<file path="config.mk">
export PLATFORM = sky130hd
export DESIGN_NAME = fifo_wr_arbiter
export DESIGN_NICKNAME = d
export VERILOG_FILES = /design/src/rtl/fifo_wr_arbiter.sv
export SDC_FILE = /design/constraint.sdc
export NUM_CORES = 1
export LEC_CHECK = 0
export CAP_MARGIN = 10
export CORE_MARGIN = 4
export CORE_UTILIZATION = 36
export CTS_BUF_LIST = sky130_fd_sc_hd__clkbuf_8 sky130_fd_sc_hd__clkbuf_16
export CTS_CLUSTER_DIAMETER = 50
export DETAILED_ROUTE_END_ITERATION = 10
export GPL_ROUTABILITY_DRIVEN = 0
export HOLD_SLACK_MARGIN = 0.06
export PLACE_DENSITY = 0.8
export SLEW_MARGIN = 20
export SYNTH_ARGS = -nofsm -noshare
export SYNTH_HDL_FRONTEND = slang
export SYNTH_SLANG_ARGS = --single-unit
</file>
<file path="constraint.sdc">
create_clock -name clk -period 2.6 [get_ports clk]
set_input_delay 0.65 -clock clk [delete_from_list [all_inputs] [get_ports clk]]
set_output_delay 0.65 -clock clk [all_outputs]
set_load 0.05 [all_outputs]
</file>
<file path="src/rtl/fifo_wr_arbiter.sv">
// fifo_wr_arbiter: round-robin arbiter that shares a single fifo write port
// among NUM_REQ valid/ready producers. A producer wins in IDLE (one-cycle
// arbitration bubble), then owns the port in BURST for up to MAX_BURST
// accepted words. The data path is a zero-latency combinational owner mux.
module fifo_wr_arbiter #(
  parameter  int NUM_REQ    = 4,
  parameter  int DATA_WIDTH = 8,
  parameter  int MAX_BURST  = 4,
  localparam int ID_W       = (NUM_REQ > 1) ? $clog2(NUM_REQ) : 1
) (
  input  logic                          clk,
  input  logic                          rst_n,
  input  logic [NUM_REQ-1:0]            req_valid,
  input  logic [NUM_REQ*DATA_WIDTH-1:0] req_data,
  output logic [NUM_REQ-1:0]            req_ready,
  output logic                          fifo_wr_en,
  output logic [DATA_WIDTH-1:0]         fifo_wdata,
  input  logic                          fifo_full,
  output logic [ID_W-1:0]               grant_id,
  output logic                          busy
);

  localparam int CNT_W = $clog2(MAX_BURST) + 1;

  localparam logic [0:0]       ST_IDLE  = 1'b0;
  localparam logic [0:0]       ST_BURST = 1'b1;

  localparam logic [ID_W-1:0]  LAST_ID  = ID_W'(NUM_REQ - 1);
  localparam logic [CNT_W-1:0] LAST_CNT = CNT_W'(MAX_BURST - 1);
  localparam logic [ID_W:0]    NUM_EXT  = (ID_W + 1)'(NUM_REQ);

  // Architectural state
  logic [0:0]       state_q,     state_d;
  logic [ID_W-1:0]  rr_ptr_q,    rr_ptr_d;
  logic [ID_W-1:0]  owner_q,     owner_d;
  logic [CNT_W-1:0] burst_cnt_q, burst_cnt_d;

  // Combinational helpers
  logic                  owner_valid_s;
  logic [DATA_WIDTH-1:0] owner_data_s;
  logic                  any_valid_s;
  logic [ID_W-1:0]       winner_s;
  logic                  in_burst_s;
  logic                  port_open_s;
  logic                  transfer_s;
  logic                  last_word_s;
  logic                  release_s;
  logic [ID_W-1:0]       next_ptr_s;

  // Select the current owner's valid bit and data word.
  always_comb begin
    owner_valid_s = 1'b0;
    owner_data_s  = {DATA_WIDTH{1'b0}};
    for (int i = 0; i < NUM_REQ; i++) begin
      if (owner_q == ID_W'(i)) begin
        owner_valid_s = req_valid[i];
        owner_data_s  = req_data[i*DATA_WIDTH +: DATA_WIDTH];
      end else begin
        owner_valid_s = owner_valid_s;
        owner_data_s  = owner_data_s;
      end
    end
  end

  // Round-robin search: first valid index scanning rr_ptr, rr_ptr+1, ... mod NUM_REQ.
  // Walking the offsets downward lets the smallest offset overwrite last.
  always_comb begin
    logic [ID_W:0] cand;
    any_valid_s = |req_valid;
    winner_s    = rr_ptr_q;
    cand        = {(ID_W + 1){1'b0}};
    for (int i = NUM_REQ - 1; i >= 0; i--) begin
      cand = {1'b0, rr_ptr_q} + (ID_W + 1)'(i);
      if (cand >= NUM_EXT) begin
        cand = cand - NUM_EXT;
      end else begin
        cand = cand;
      end
      if (req_valid[cand[ID_W-1:0]]) begin
        winner_s = cand[ID_W-1:0];
      end else begin
        winner_s = winner_s;
      end
    end
  end

  // Port handshake qualifiers; everything is gated off while reset is held.
  always_comb begin
    in_burst_s  = rst_n && (state_q == ST_BURST);
    port_open_s = in_burst_s && !fifo_full;
    transfer_s  = port_open_s && owner_valid_s;
    last_word_s = transfer_s && (burst_cnt_q == LAST_CNT);
    release_s   = in_burst_s && (last_word_s || !owner_valid_s);
    if (owner_q == LAST_ID) begin
      next_ptr_s = {ID_W{1'b0}};
    end else begin
      next_ptr_s = owner_q + {{(ID_W-1){1'b0}}, 1'b1};
    end
  end

  // Drive the one-hot (or zero) ready vector and the fifo write port.
  always_comb begin
    req_ready = {NUM_REQ{1'b0}};
    for (int i = 0; i < NUM_REQ; i++) begin
      if (owner_q == ID_W'(i)) begin
        req_ready[i] = port_open_s;
      end else begin
        req_ready[i] = 1'b0;
      end
    end
    fifo_wr_en = transfer_s;
    fifo_wdata = owner_data_s;
    grant_id   = owner_q;
    busy       = in_burst_s;
  end

  // Next-state logic for the IDLE/BURST controller and its counters.
  always_comb begin
    state_d     = state_q;
    rr_ptr_d    = rr_ptr_q;
    owner_d     = owner_q;
    burst_cnt_d = burst_cnt_q;
    case (state_q)
      ST_IDLE: begin
        if (any_valid_s) begin
          owner_d     = winner_s;
          burst_cnt_d = {CNT_W{1'b0}};
          state_d     = ST_BURST;
        end else begin
          state_d     = ST_IDLE;
        end
      end
      ST_BURST: begin
        if (transfer_s) begin
          burst_cnt_d = burst_cnt_q + {{(CNT_W-1){1'b0}}, 1'b1};
        end else begin
          burst_cnt_d = burst_cnt_q;
        end
        if (release_s) begin
          // Counter is cleared so it never rests above MAX_BURST-1.
          state_d     = ST_IDLE;
          burst_cnt_d = {CNT_W{1'b0}};
          rr_ptr_d    = next_ptr_s;
        end else begin
          state_d     = ST_BURST;
        end
      end
      default: begin
        state_d     = ST_IDLE;
        burst_cnt_d = {CNT_W{1'b0}};
      end
    endcase
  end

  // State registers with synchronous active-low reset.
  always_ff @(posedge clk) begin
    if (!rst_n) begin
      state_q     <= ST_IDLE;
      rr_ptr_q    <= {ID_W{1'b0}};
      owner_q     <= {ID_W{1'b0}};
      burst_cnt_q <= {CNT_W{1'b0}};
    end else begin
      state_q     <= state_d;
      rr_ptr_q    <= rr_ptr_d;
      owner_q     <= owner_d;
      burst_cnt_q <= burst_cnt_d;
    end
  end

endmodule

</file>
# Yosys cells after proc, flatten, opt, wreduce, memory -nomap -nowiden

Index checks and enable logic that the tools add are counted.

Register bits after elaboration: 8
Input bits: 39
Output and inout port bits: 16
Logic and storage cells: 77

Add/sub/neg operators: 9
Order comparisons: 8
Equal/unequal tests: 6
Mux-type cells: 36
Bitwise operators: 1
Reduce and logical (&&, ||, !) cells: 13

Operator list:

| operator            | number |
|---|---|
| $mux 8              | 4 |
| $mux 2              | 9 |
| $mux 1              | 14 |
| $lt 2x3->1 const B  | 4 |
| $ge 3x3->1 const B  | 3 |
| $mux 3              | 3 |
| $bmux 1 s2          | 4 |
| $sub 2x1->2 const B | 4 |
| $add 2x2->3 const B | 2 |
| $pmux 3 s2          | 1 |
| $reduce_and 2->1    | 3 |
| $logic_and 1x1->1   | 5 |
| $eq 2x2->1 const B  | 2 |
| $reduce_or 4->1     | 1 |
| $add 2x1->3 const B | 1 |
| $add 3x1->3 const B | 1 |
| $eq 3x2->1 const B  | 1 |
| $ge 2x3->1 const B  | 1 |
| $ne 3x2->1 const B  | 1 |
| $add 2x1->2 const B | 1 |
| $eq 2x1->1 const B  | 1 |
| $logic_not 1->1     | 2 |
| $logic_not 2->1     | 1 |
| $ne 2x2->1 const B  | 1 |
| other kinds (3)     | 3 |

# Logic depth before layout (Yosys ltp)

Gate-level depths: netlist (run 1).

Depth after elaboration: 11
Mapped depth: 7
Gate-level depth less buffers: 6

# Worst setup path after synthesis (run 1)

Ideal clock, no wire load.

Path kind: register to output
Start point: reg owner_q[1] (netlist: grant_id[1])
End point: out fifo_wdata[0]
Data arrival time: 2.705 ns
Required time: 1.950 ns
Setup slack: -0.755 ns
Stages on the path, launching flop included: 8
Buffers on the path: 2
Path through: dfxtp_1 inv_1 ha_1 buf_2 nor2b_1 buf_2 a221oi_1 o31ai_1

Word-level cells in the longest chain between the ends: 5
Elaborated cells on any way between the ends: 8
Those cells by class: eq/ne: 3; mux: 4; reduce/logical: 1

Ends and longest elaborated chain:

| item                   | RTL line | text |
|---|---|---|
| start, declared        | 35       | `logic [ID_W-1:0] owner_q, owner_d;` |
| start signal, assigned | 160      | `owner_q <= {ID_W{1'b0}};` |
| start signal, assigned | 165      | `owner_q <= owner_d;` |
| $logic_not 2->1        | 55       | `if (owner_q == ID_W'(i)) begin` |
| $mux 8 (3 in series)   | 55       |  |
| $mux 8 (*)             | 55       |  |
| end, declared          | 17       | `output logic [DATA_WIDTH-1:0] fifo_wdata,` |

Every way passes the cells marked *; elsewhere a longest branch is shown, timed or not.

# Worst setup path in the final report (run 1)

Start point: reg owner_q[0] (netlist: grant_id[0])
End point: out fifo_wdata[2]

Same word-level chain as after synthesis.

==> results of run 1 <==
worst max-delay path, stage by stage (launching register included):
cell	delay (ns)
dfxtp_2	0.37
inv_1	0.07
ha_1	0.23
nor2b_2	0.22
a221oi_1	0.51
o31ai_4	0.11
buf_12	0.16
cells in the final DEF (no fill, tap or decap):
| master | instances |
|---|---|
| a211oi_2 | 2 |
| a211oi_4 | 1 |
| a21oi_1 | 3 |
| a21oi_2 | 1 |
| a221oi_1 | 8 |
| a22oi_2 | 1 |
| a31oi_1 | 2 |
| and2_1 | 5 |
| and2_2 | 1 |
| and3b_1 | 1 |
| buf_12 | 14 |
| buf_4 | 11 |
| clkbuf_8 | 3 |
| clkdlybuf4s50_1 | 40 |
| dfxtp_1 | 6 |
| dfxtp_2 | 2 |
| ha_1 | 5 |
| ha_2 | 1 |
| inv_1 | 5 |
| mux2i_1 | 2 |
| nand2_1 | 13 |
| nand2b_1 | 1 |
| nand3_1 | 1 |
| nand3b_1 | 1 |
| nor2_1 | 5 |
| nor2b_1 | 14 |
| nor2b_2 | 1 |
| nor3_1 | 1 |
| nor3b_1 | 1 |
| nor3b_4 | 1 |
| nor4_1 | 1 |
| o21ai_0 | 4 |
| o21ai_1 | 1 |
| o221ai_1 | 1 |
| o31ai_4 | 8 |
| o32ai_2 | 1 |
| or3_1 | 1 |
cell usage after synthesis (2+ instances only):
master	instances
buf_6	2
dfxtp_1	8
clkbuf_1	2
a211oi_2	2
nor2_1	5
mux2i_1	2
a221oi_1	8
a31oi_1	2
nand2_1	13
a21oi_1	3
ha_1	6
buf_2	2
o31ai_1	8
inv_1	5
and2_1	6
nor2b_1	15
o21ai_0	4
power groups by stage:
stage          Combinational [mW]  Clock (mW)  Sequential, mW
2_1_floorplan               0.313           0           0.156
3_3_place_gp                0.578           0           0.146
3_5_place_dp                0.591           0           0.148
4_1_cts                     0.594       0.153           0.146
5_1_grt                     0.620       0.159           0.148
6_report                    0.592       0.148           0.146
sequential cells by signal, indices dropped and copies added, names as in the netlist:
| signal | cells |
|---|---|
| burst_cnt_q | 3 |
| state_q | 1 |
| rr_ptr_q | 2 |
| grant_id | 2 |
final cells by class:
type | instances | area share
timing repair buffer | 65 | 0.430
multi-input combinational | 89 | 0.425
sequential | 8 | 0.0915
clock buffer | 3 | 0.0232
tap | 28 | 0.0197
inverter | 5 | 0.0106
stage by stage:
step	instance area, µm²	utilization	instances	hold WS, ns	TNS, ns
after floorplan	972	-	108	0.432	0
after global placement	1730	0.775	195	0.446	0
after detailed placement	1730	0.775	195	0.464	0
after CTS	1770	0.794	198	0.470	0
after global routing	1780	0.796	198	0.486	-0.229
final	1780	0.796	198	0.471	0
routing by layer:
layer  global-route usage  vias up  share of wire
li1                     -      518              -
met4               0.0596        0         0.0092
met1                0.230      504           0.40
met2                0.403       56           0.50
met3               0.0713        4          0.096
met5                    0        -              0
how the worst max path moves through the flow:
| stage | depth (start not counted) | from | to |
|---|---|---|---|
| 2_1_floorplan | 7 | grant_id[1]$_SDFFE_PN0P_ | fifo_wdata[0] |
| 3_3_place_gp | 5 | req_valid[1] | fifo_wr_en |
| 3_5_place_dp | 4 | req_data[10] | fifo_wdata[2] |
| 4_1_cts | 6 | grant_id[0]$_SDFFE_PN0P_ | fifo_wr_en |
| 5_1_grt | 6 | grant_id[0]$_SDFFE_PN0P_ | fifo_wdata[2] |
| 6_report | 6 | grant_id[0]$_SDFFE_PN0P_ | fifo_wdata[2] |
cells by family (layout without fill, tap and decap cells):
| family | count (synthesis) | after routing |
|---|---|---|
| simple gates | 48 | 48 |
| mux | 2 | 2 |
| buf+inv | 11 | 73 |
| flops | 8 | 8 |
| compound gates | 33 | 33 |
| fa+ha+maj | 6 | 6 |
==> results.md, run 1 <==
- Peak VDD IR: between 0.4 and 0.5 mV
- Share of the synthesized area in the top cell type: 0.187
- I/O Buffers: 54
- Synth-to-layout area growth: 107%
- Hold Path Class: flop to flop
- Worst-Margin Slew: between 0.5 and 0.6 ns
- LEAKAGE: about 0.67 nW
- Reg clk slew, reported paths: 0.04 ns
- FP Rows: 17
- Fin nets: between 200 and 250
- DRT Pass-1 Iters: 4
- Max H-tree Level: 1
- First-pass GRT wire length: 5410 µm
- XOR/XNOR Fraction of Synth Area: 0
- Post-synthesis mux area share: 0.0233
- Total vias in the final route: ~1100
- R2R Path End: rr_ptr_q[0]$_SDFFE_PN0P_
- WHS Path Cells: 2
- Post-detail-place hpwl: about 2900 µm
- Clock Tree Root: clkbuf_8
- Final setup fails: 0
- Number of flops mapped to enable cells by yosys: 0
- Storage element area: 163 µm²
- Sequential share of power: 0.165
- R2R depth: 7
- Initial Util: 0.384
- Power share of the clock group: 0.167
- Setup ws final: a little over 0.05 ns
- Synthesized flop and latch total: 8
- Die area: 3230 µm²
- DRT iter0 DRCs: 32
- Critical Path Start Type: flop
- Worst skew pair latency: roughly 0.23 ns
- Critical Path RT: around 2.0 ns
- Core box area: 2230 µm²
- Hold Crit Start: burst_cnt_q[1]$_SDFFE_PN0P_
- CP endpoint kind: output pin
- Area of the multi-input gates: 756 µm²
- Critical R2R Launch: grant_id[0]$_SDFFE_PN0P_
- Total power: 0.886 mW
- Hold Vio Cnt, Final: 0
- Pre-CTS setup slack: between 0.03 and 0.04 ns
- Initial antenna violation count: 0
- Filler cells: around 150
- Worst EP arrival: about 1.9 ns
- Worst reg2reg setup slack: about 0.8 ns
- Die Wd: 56.8 µm
- Synthesized area: ~860 µm²
- CTS tree: built
- CTS-repair resized insts: 1
- Synth unique cells: 32
- Synth area leader: dfxtp_1
- Switching part of the total: 0.408
- Worst Skew: between 0.0002 and 0.0003 ns
- RSZ-0062 raised after global routing: true
- Ys async rst share: 0
- Power share of the combinational group: 0.668
- Slew headroom: 0.634
- Ports: between 50 and 60
- Hold_buf cts: 0
- Max-slew violation count: 0
- Top_reg_cell synth: dfxtp_1
- Crit Path Max Fanout: 8
- Switching pwr: 0.362 mW
- Synth warn: 0
- Largest net degree at the start of global routing: 20
- Ant diodes: 0
- Post-route ant nets: 0
- Synth top area cells: dfxtp_1 (19%), nor2b_1 (11%), ha_1 (8.7%)
- Power per standard cell area: 499 nW/µm²
- Main combinational cell family by area after synthesis: compound AO/OA/AOI/OAI gates
- Cts bufs inserted: 3
- Hold EP: burst_cnt_q[1]$_SDFFE_PN0P_
- Setup CP Type: flop to output pin
- Max Fclk: between 0.3 and 0.4 GHz
- Max-cap viol count: 0
- Syn avg cell area: approximately 7.9 µm²
- Remaining routing DRC violations: 0
- Num Clock Sinks: 8
- Post-CTS setup buffers: 0
- Avg WL per Cell: between 15 and 20 µm
- Share of post-route cells with drive strength above 1: 0.282
- All-Layer GR Usage: 0.216
- Adder-cell share of the synthesized area: 0.0875
- Grt ovf: 0
- Register area share after synthesis: 0.187
- Post-Synth Simple-Gate Area: 0.315
- Net Count, Synth: between 150 and 200
- Deepest clock path buffer count: 2
- Compound-gate portion of the synthesized area: 0.319
- Status: finished, final reports clean
- Die height: about 57 µm
- Total wire length: 3380 µm
- Number of global-route vias before repair: between 1000 and 1500
- Post-synthesis cell count: roughly 110
- Pint: 0.524 mW
- Period utilisation layout: 0.980
- Final Critical Period: 2.55 ns
- Average vias per placed instance: 5.46
(Power assumes the default switching activity.)
==> run 2: changes to the inputs <==
SETUP_SLACK_MARGIN = 0.02   (was unset)
SLEW_MARGIN = unset   (was 20)
==> results of run 2 <==
Final layout, timing and power as in run 1 (identical DEF).
Main changes from that run: number of gates resized after CTS 1 -> 2
==> variant 1, RTL diff (settings of run 2) <==
`NUM_REQ`: 4 -> 8.
--- a/src/rtl/fifo_wr_arbiter.sv
+++ b/src/rtl/fifo_wr_arbiter.sv
@@ -5,3 +5,3 @@
 module fifo_wr_arbiter #(
-  parameter  int NUM_REQ    = 4,
+  parameter  int NUM_REQ    = 8,
   parameter  int DATA_WIDTH = 8,
Ports: changed (resized grant_id, req_data, req_ready and req_valid); port bits go from 55 to 96. The function was not compared with the original's and may differ.
==> variant 1 against run 2 <==
The flow now finishes with violations (negative setup slack); total power rose to 5.6 times the old value; cell count grew to 2.5 times the old value; worst setup slack lost 0.27 ns; wire length grew to 2.8 times the old value; sequential power grew 79%; final area increased by 140%; sequential cell count rose by 2; area after synthesis rose to 2.6 times the old value.
==> variant 1: results (changes against run 2) <==
[global_route]
grt_max_degree=18  ; -10%
initial_antenna_violation_count=0  ; unchanged
grt_pass1_vias=2909  ; +170%
global_route_wire_length_before_repair_um=14400  ; +170%
grt.total_usage_pct=23.9  ; +2.2 points

[routing]
detailroute.via_count=2997  ; +180%
post_dr_wirelength_cell_um=19.1  ; +12%
detailedRoute.firstIterationViolations=163  ; +410%
drt-pass1-iter-count=6  ; +2

[setup_path]
ff2ff_setup_slack_ns=0.15  ; -0.65 ns
cp_max_fo=7  ; -1
worst_ep_arrival_time_ns=2.17  ; +0.27 ns
max_stage_delay_ns=0.37  ; -0.14 ns
worst_path_max_delay_cell=dfxtp_4

[finish]
layoutNonFillerInstCount=504  ; +150%
layout-drive-gt1-share_pct=42.2  ; +14 points
final.fill_count=421  ; +180%
antenna-diode-count=0  ; unchanged
nNetsFinal=515  ; +140%

[timing]
finClkSkew_ns=0.00789  ; +0.00761 ns
setup_violations_final=9  ; +9
tightest_slew_ns=0.506  ; -0.0423 ns
smallest_hold_slack_ns=0.476  ; +0.00521 ns
setup_ws_ns=-0.220  ; -0.272 ns
final.setup.tns_ns=-1.79  ; -1.79 ns

[logic_synthesis]
syn_inst=287  ; +170%
synthesis.nets=372  ; +140%
synth_area_leaders=mux4_2 (13%), dfxtp_1 (8.9%), nand2_1 (6.9%)
synth.yosys.seq_area_share_pct=8.95  ; -9.7 points
synthDistinctLibCells=60  ; +88%
synth_top_flop_cell=dfxtp_1
netlist_top_cells_count=nand2_1 (41), a211oi_1 (17), clkbuf_1 (17), nor2_1 (15), o21ai_0 (15)

[power_and_ir_drop]
p_seq_mw=0.262  ; +79%
irDropWorstVdd_v=0.00166  ; +270%
leakagePower_nw=1.77  ; +160%
internal-power_mw=2.52  ; +380%
logic_power_comb_mw=4.52  ; +660%
net_switching_power_mw=2.43  ; +570%

[place]
placement.cell_area_um2=3680  ; +110%
minimum_setup_slack_after_placement_ns=-0.410  ; -0.450 ns
portBuffers=95  ; +76%
placed_cell_count=483  ; +150%
hpwlAfterDp_um=6550  ; +130%

[status]
violations=negative setup slack
status=finished with violations

[min_path]
classification_of_the_worst_slack_hold_path=reg2reg

[clock_network]
root_cell_of_the_clock_tree=clkbuf_8
numCtsBuffers=3  ; unchanged

-- variant 1: cell count changes after synthesis, moves of 6 or more --
cell      before  now
nor2_1         5   15
and3_1         0    7
nand2_1       13   41
a211oi_1       0   17
inv_1          5   12
mux4_2         0   13
a21o_1         0    8
and3b_1        1    9
a22oi_1        0   10
a221oi_1       8    2
o21ai_0        4   15
clkbuf_1       2   17
-- variant 1: area by class of cell --
class	instances	area [µm²]	area share [%]
Clock buffer	3	41.3	0.959
Clock inverter	1	3.75	0.0872
Inverter	13	56.3	1.31
Multi-Input combinational cell	242	2270	52.6
Sequential cell	10	211	4.91
Tap cell	75	93.8	2.18
Timing Repair Buffer	160	1630	37.9
-- variant 1: per-layer routing --
metal	global-route usage (%)	vias up	wire length [µm]
met5	0	-	0
met4	6.80	0	214
met3	3.04	21	741
met2	44.0	173	4970
met1	28.6	1420	3680
li1	-	1383	-
-- variant 1: what timing repair did --
item                       CTS  global route
gates resized for setup     89            29
setup buffers                8             7
gates cloned                 2             0
hold endpoints to repair     0             0
pin swaps                   39            19
setup endpoints to repair   18            17
-- variant 1: cell families (layout without fill, tap and decap cells) --
| kind of cell | Yosys count | in the layout | share of synthesized area (%) |
|---|---|---|---|
| flops | 10 | 10 | 8.95 |
| mux | 27 | 27 | 21.4 |
| compound gates | 96 | 96 | 31.2 |
| xor+xnor | 3 | 3 | 1.17 |
| buf+inv | 35 | 177 | 7.10 |
| fa+ha+maj | 10 | 10 | 5.59 |
| simple gates | 106 | 106 | 24.6 |
-- variant 1: final timing paths --
kind                                      from             end  cells after the start
worst max-delay path               grant_id[0]   fifo_wdata[7]                     10
worst min register to register  burst_cnt_q[0]  burst_cnt_q[0]                      2
worst min-delay path            burst_cnt_q[0]  burst_cnt_q[0]                      2
worst max register to register     grant_id[1]  burst_cnt_q[1]                     12
==> variant 2, RTL diff (flow settings as in run 2) <==
Without the edit above. Reset style: asynchronous (`rst_n`), changed in one clocked block. Comments in the files are not updated.
--- a/src/rtl/fifo_wr_arbiter.sv
+++ b/src/rtl/fifo_wr_arbiter.sv
@@ -155,3 +155,3 @@
   // State registers with synchronous active-low reset.
-  always_ff @(posedge clk) begin
+  always_ff @(posedge clk or negedge rst_n) begin
     if (!rst_n) begin
Function: differs if rst_n is asserted again (counterexample within 4 cycles, from zero or initial values and one cycle with rst_n low); with rst_n held inactive, the same outputs for 10 cycles.
==> variant 2 against run 2 <==
Global-route usage grew 2.2 points; critical path depth shrank 1; highest routed layer unchanged; final area shrank 1.2%; worst setup slack lost 0.030 ns; wire length grew 17%; critical path type is now in2out; via count grew 11%; sequential cell count is the same; area after synthesis shrank 5.5%.
Power is not compared: it rests on default switching activity, and its combinational part moved more than twofold at a synthesized area within 25%.
==> variant 2: results (changes against run 2) <==
[finish]
nNetsFinal=227  ; +4.6%
nonClkBufAreaFrac_pct=45.5  ; +2.6 points
clk_tree_area_share_pct=2.57  ; +0.24 points
layout-drive-gt1-share_pct=31.5  ; +3.3 points
sequential_cell_count=8  ; unchanged

[routing]
viasPerCell=5.77  ; +5.6%
routed_length_on_met2_um=2070  ; +23%
finalWirelength_um=3950  ; +17%
detailedRoute.firstIterationViolations=74  ; +130%

[setup_path]
worst_ep_arrival_time_ns=1.93  ; +0.03 ns
worst_path_max_delay_cell=clkdlybuf4s50_1
worst_r2r_startpoint=grant_id[0]
crit_end=req_ready[2]
cp_max_fo=5  ; -3
r2r_path_end=rr_ptr_q[1]

[min_path]
whs_path_depth=1  ; -1
holdPathEnd=burst_cnt_q[0]

[global_route]
global_route_wire_length_before_repair_um=5830  ; +7.8%
grt_pass1_vias=1188  ; +9.2%
grt.total_usage_pct=23.9  ; +2.2 points

[logic_synthesis]
synth_area_leaders=dfrtp_1 (25%), ha_1 (9.3%), a21oi_1 (7.4%)
avgSynthCellArea_um2=7.11  ; -11%
synth.yosys.seq_area_share_pct=24.7  ; +6.0 points
synthesis.nets=159  ; +3.9%
synthDistinctLibCells=27  ; -16%
netlist_top_cells_count=nor2_1 (15), nand2_1 (14), a21oi_1 (12), inv_1 (10), o21ai_0 (10)
synth_top_flop_cell=dfrtp_1
syn_inst=114  ; +5.6%
asyncSetResetFlopFracSynth_pct=100  ; +100 points

[place]
minimum_setup_slack_after_placement_ns=-0.0304  ; -0.0703 ns
placement.cell_area_um2=1610  ; -6.9%

[status]
status=complete, no violations

[timing]
tightest_slew_ns=0.548  ; -0.000437 ns
finClkSkew_ns=0.00598  ; +0.00570 ns
smallest_hold_slack_ns=0.498  ; +0.0273 ns

## variant 2: changes by cell type after synthesis, moves of 5 or more
cell      delta
dfxtp_1      -8
o21ai_0      +6
nor2b_1     -13
nor2_1      +10
a221oi_1     -8
o31ai_1      -7
o22ai_1      +5
a21oi_1      +9
inv_1        +5
dfrtp_1      +8
a22oi_1      +8
## variant 2: per-layer routing
layer	GRT usage, %	up-vias
li1	-	544
met1	25.5	558
met2	45.8	76
met3	5.36	22
met4	7.29	0
met5	0	-
## variant 2: repair_timing
action | CTS | global route
cloned | 0 | 0
gates resized for setup | 3 | 15
setup buffers | 0 | 4
pin swaps | 0 | 5
hold buffers | 0 | 0
setup endpoints to repair | 7 | 13
## variant 2: kinds of logic after synthesis
group                      synth area share (%)
muxes                                      2.62
buffers and inverters                      8.49
AOI/OAI and AO/OA                          34.7
DFF                                        24.7
and+or+nand+nor                            20.2
adders and majority gates                  9.26
